`src/rtl/arith_pkg.sv`:
```
// Shared arithmetic constants and helpers for the grouped carry-lookahead adders.
package arith_pkg;

  localparam int unsigned GROUP_W = 4;

  // Number of 4-bit lookahead groups needed for an operand of the given width.
  function automatic int unsigned group_count(input int unsigned width);
    return width / GROUP_W;
  endfunction

endpackage

```
`src/rtl/adder_cla_group.sv`:
```
// 4-bit carry-lookahead group: local sums plus group generate/propagate and carry-out.
module adder_cla_group (
  input  logic [3:0] a,
  input  logic [3:0] b,
  input  logic       cin,
  output logic [3:0] s,
  output logic       g,
  output logic       p,
  output logic       cout
);

  logic [3:0] gen;
  logic [3:0] prop;
  logic [3:0] c;

  assign gen  = a & b;
  assign prop = a ^ b;

  // Every internal carry is a flat two-level function of gen/prop/cin.
  assign c[0] = cin;
  assign c[1] = gen[0] | (prop[0] & cin);
  assign c[2] = gen[1] | (prop[1] & gen[0]) | (prop[1] & prop[0] & cin);
  assign c[3] = gen[2] | (prop[2] & gen[1]) | (prop[2] & prop[1] & gen[0])
              | (prop[2] & prop[1] & prop[0] & cin);

  assign g = gen[3] | (prop[3] & gen[2]) | (prop[3] & prop[2] & gen[1])
           | (prop[3] & prop[2] & prop[1] & gen[0]);
  assign p = &prop;

  assign cout = g | (p & cin);
  assign s    = prop ^ c;

endmodule

```
`src/rtl/adder_4bit.sv`:
```
// Registered unsigned adder: full-precision sum of two WIDTH-bit operands, one cycle latency.
module adder_4bit
  import arith_pkg::*;
#(
  parameter int unsigned WIDTH = 4
) (
  input  logic             clk,
  input  logic             rst_n,
  input  logic             in_valid,
  input  logic [WIDTH-1:0] a,
  input  logic [WIDTH-1:0] b,
  output logic [WIDTH:0]   sum,
  output logic             out_valid
);

  localparam int unsigned NGRP = group_count(WIDTH);

  logic [NGRP:0]    carry;
  logic [NGRP-1:0]  grp_g;
  logic [NGRP-1:0]  grp_p;
  logic [NGRP-1:0]  grp_cout;
  logic [WIDTH-1:0] part_sum;
  logic [WIDTH:0]   add_res;
  logic [WIDTH:0]   sum_d;
  logic [WIDTH:0]   sum_q;
  logic             valid_q;

  assign carry[0] = 1'b0;

  // Group carries ripple between groups using each group's G/P terms.
  for (genvar gi = 0; gi < NGRP; gi++) begin : g_grp
    adder_cla_group u_grp (
      .a    (a[gi*GROUP_W +: GROUP_W]),
      .b    (b[gi*GROUP_W +: GROUP_W]),
      .cin  (carry[gi]),
      .s    (part_sum[gi*GROUP_W +: GROUP_W]),
      .g    (grp_g[gi]),
      .p    (grp_p[gi]),
      .cout (grp_cout[gi])
    );

    assign carry[gi+1] = grp_g[gi] | (grp_p[gi] & carry[gi]);

    a_cout_consistent : assert property (
      @(posedge clk) disable iff (!rst_n) in_valid |-> (grp_cout[gi] == carry[gi+1])
    );
  end

  assign add_res = {carry[NGRP], part_sum};

  // Ignored operands never reach the register, so X on them cannot leak into sum.
  always_comb begin
    sum_d = sum_q;
    if (in_valid) begin
      sum_d = add_res;
    end
  end

  always_ff @(posedge clk or negedge rst_n) begin
    if (!rst_n) begin
      sum_q   <= '0;
      valid_q <= 1'b0;
    end else begin
      sum_q   <= sum_d;
      valid_q <= in_valid;
    end
  end

  assign sum       = sum_q;
  assign out_valid = valid_q;

endmodule

```
`config.mk`:
```
export PLATFORM = sky130hd
export DESIGN_NAME = adder_4bit
export DESIGN_NICKNAME = d
export VERILOG_FILES = /design/src/rtl/arith_pkg.sv /design/src/rtl/adder_cla_group.sv /design/src/rtl/adder_4bit.sv
export SDC_FILE = /design/constraint.sdc
export NUM_CORES = 1
export LEC_CHECK = 0
export BUFFER_PORTS_ARGS = -buffer_cell sky130_fd_sc_hd__buf_2
export CAP_MARGIN = 20
export CORE_AREA = 2 2 39 41
export DETAILED_ROUTE_END_ITERATION = 7
export DIE_AREA = 0 0 41 43
export GPL_TIMING_DRIVEN = 0
export PLACE_DENSITY_LB_ADDON = 0.3
export SYNTH_ARGS = -nofsm -noshare
export SYNTH_HDL_FRONTEND = slang
export SYNTH_HIERARCHICAL = 1
export SYNTH_SLANG_ARGS = --single-unit
```
`constraint.sdc`:
```
create_clock -name clk -period 0.9 [get_ports clk]
set_input_delay 0.09 -clock clk [delete_from_list [all_inputs] [get_ports clk]]
set_output_delay 0.09 -clock clk [all_outputs]
set_load 0.02 [all_outputs]
```
==> results.md <==
* result of the run: complete, but fails checks
* violations in the final reports: setup timing
* starting density of the core: 0.2712
* CP Max Fanout: 3
* area growth from synthesis to layout: 73.00%
* number of nets with antenna violations after detailed routing: 0
* final HPWL from detailed placement: 613.2 microns
* largest net degree at the start of global routing: 7
* via count of the first global-routing pass: 357
* CTS clk-pin slew, worst paths: 0.05 ns
* Final Hold Fails: 0
* first-pass GRT wire length: 1386 microns
* count of filler cells inserted in the layout: 137
* Synth warnings: 6
* number of instances in the synthesized netlist: 32
* CTS max path bufs: 2
* met1 Usage GRT: 0.1111
* CP Data Arrival Time: 1.08 ns
* Worst Slack Setup Final: -0.06280 ns
* capturing instance or port of the critical path: sum[4]$_DFFE_PN0P_
* post-detailed-route DRC marker count: 0
* number of antenna diodes: 0
* clock buffers created by TritonCTS: 3
* worst r2r path cells: 1
* Min Clock Period, post-route: 0.9628 ns
* slowest stage delay, CP: 0.26 ns
* path category of the worst min-delay check: input port to flip-flop
* critical path class: input port to flip-flop
* gr ovfl total: 0
* area of the die: 0.001763 sq mm
* crit path max-delay cell type: sky130_fd_sc_hd__mux2_4
* CTS tree: built
* RSZ-0062 raised after global routing: true
* die extent in y: 43 microns
* crit share post-route: 1.070
* total track usage: 0.1201
* summed negative setup slack over all endpoints: -0.1193 ns
* global placer's final weighted congestion: 0.6730
* number of ports placed on the die boundary: 17
* destination of the worst register-to-register timing path: sum[4]$_DFFE_PN0P_
* number of maximum-capacitance constraint violations: 0
* Routed Wire Length: 821 microns
* input/output buffers: 16
* mean area per synthesized cell: 11.73 sq um
* Max Freq: 1.039 GHz
* TritonCTS sink count: 6
* Die Wd: 41 microns
* Post-Route Skew: 0 ns
* final number of setup-violating endpoints: 3
* clock network latency to the later pin of the worst-skew pair: 0.23 ns
* most heavily used metal layer in global routing: met2
* type of destination of the critical path: flip-flop
* power density relative to cell area: 1575 mW/mm^2
* Avg WL per Cell: 11.56 microns
* highest ir drop seen on vdd: 0.5521 mV
* Row Count: 14
* met2 track demand over resource: 0.2094
* beginning of the worst register-to-register path: sum[4]$_DFFE_PN0P_
* final cell count without fillers: 71
* Critical path origin: a[1]
* share of post-route cells with drive strength above 1: 0.6727
* number of nets at the end of the flow: 73
* Via-to-Cell Ratio: 4.324
* DRT Pass-1 Iters: 2
* sort of element at the start of the critical path: input port
* Core Area: 0.001384 sq mm
* static power due to leakage: 0.0003080 uW
* r2r setup slk: 0.11 ns
* number of cells after detailed placement: 66
* CP cell instances: buf_6 > ha_4 > a21oi_4 > o21bai_1 > a21o_1 > mux2_4
* netlist area before placement: 375.4 sq um
* antenna violations before repair: 0
* cell at the root of the clock tree: sky130_fd_sc_hd__clkbuf_4
* DRC violation total after the first TritonRoute iteration: 1
* share of the core filled with cells: 0.4693
* GRT met3 Usage: 0.04712
* required time of the critical path: 1.02 ns
* Slew Limit Fails: 0
* number of levels the H-tree was split into: 1
* routed vias: 307
==> where the power goes <==
part	total [uW]	internal, uW	switching (uW)
clock	241	150	90.2
combinational	431	229	201
sequential	352	323	28.8
total	1020	703	320
==> repair_timing <==
action                                 CTS  global route
pin swaps                                4             0
hold buffers                             1             0
endpoints found under the hold margin    6             0
buffers inserted                         1             0
setup endpoints to repair                4             6
gates resized for setup                 11             9
==> sequential cells by signal (all words and copies together), names as in the netlist <==
register   count
out_valid      1
sum            5
==> routing by layer <==
| metal | vias to the layer above | part of all wire |
|---|---|---|
| met5 | - | 0 |
| met4 | 0 | 0 |
| met3 | 0 | 0.044 |
| met2 | 8 | 0.61 |
| met1 | 146 | 0.35 |
| li1 | 153 | - |
==> area by class of cell <==
class	instances	area (sq um)	area share
repair buffers	18	138.9	0.2139
multi-input cells	23	291.5	0.4489
inverters	5	26.28	0.04046
flip-flops and latches	6	150.1	0.2312
clock buffers	3	22.52	0.03468
well taps	16	20.02	0.03083
==> worst max-delay path, delay by kind of cell <==
family | cells | cell delay [ns]
compound gates | 3 | 0.40
mux | 1 | 0.26
fa+ha+maj | 1 | 0.24
buf+inv | 1 | 0.10
==> layout by cell type (no fill, tap or decap) <==
cell type                       instances
sky130_fd_sc_hd__a21oi_4                2
sky130_fd_sc_hd__buf_8                  1
sky130_fd_sc_hd__xnor2_1                1
sky130_fd_sc_hd__inv_8                  1
sky130_fd_sc_hd__dfrtp_1                6
sky130_fd_sc_hd__ha_4                   3
sky130_fd_sc_hd__mux2_4                 2
sky130_fd_sc_hd__inv_1                  1
sky130_fd_sc_hd__o21ai_2                1
sky130_fd_sc_hd__xnor2_2                1
sky130_fd_sc_hd__a41oi_1                1
sky130_fd_sc_hd__inv_2                  3
sky130_fd_sc_hd__fa_2                   1
sky130_fd_sc_hd__o21bai_1               1
sky130_fd_sc_hd__xor2_1                 1
sky130_fd_sc_hd__buf_4                  1
sky130_fd_sc_hd__dlygate4sd3_1          1
sky130_fd_sc_hd__buf_6                  5
sky130_fd_sc_hd__ha_1                   1
sky130_fd_sc_hd__a21o_1                 2
sky130_fd_sc_hd__mux2_2                 3
sky130_fd_sc_hd__buf_2                 10
sky130_fd_sc_hd__conb_1                 3
sky130_fd_sc_hd__clkbuf_4               3
==> worst min-delay path by stage <==
stage | from | end | slack (ns) | cells past startpoint
3_3_place_gp | rst_n | out_valid$_DFF_PN0_ | -0.08 | 1
3_5_place_dp | rst_n | sum[2]$_DFFE_PN0P_ | -0.08 | 1
5_1_grt | in_valid | out_valid$_DFF_PN0_ | 0.06 | 1
2_1_floorplan | rst_n | out_valid$_DFF_PN0_ | -0.21 | 0
4_1_cts | in_valid | out_valid$_DFF_PN0_ | 0.06 | 1
6_report | in_valid | out_valid$_DFF_PN0_ | 0.07 | 1
==> through the flow <==
stage               hold slack, ns  instance area, sq um  setup WS (ns)  power, uW
floorplan                  -0.2056                 412.9        -0.1753      568.2
global placement          -0.08317                 513.0        -0.3566      675.3
finish                     0.06676                 649.4       -0.06280       1023
CTS                        0.06371                 611.8       -0.05332      983.6
detailed placement        -0.07773                 513.0        -0.3809      685.7
global route               0.06272                 649.4       -0.07897       1101
Note: power is estimated with default switching activity, not from simulation.
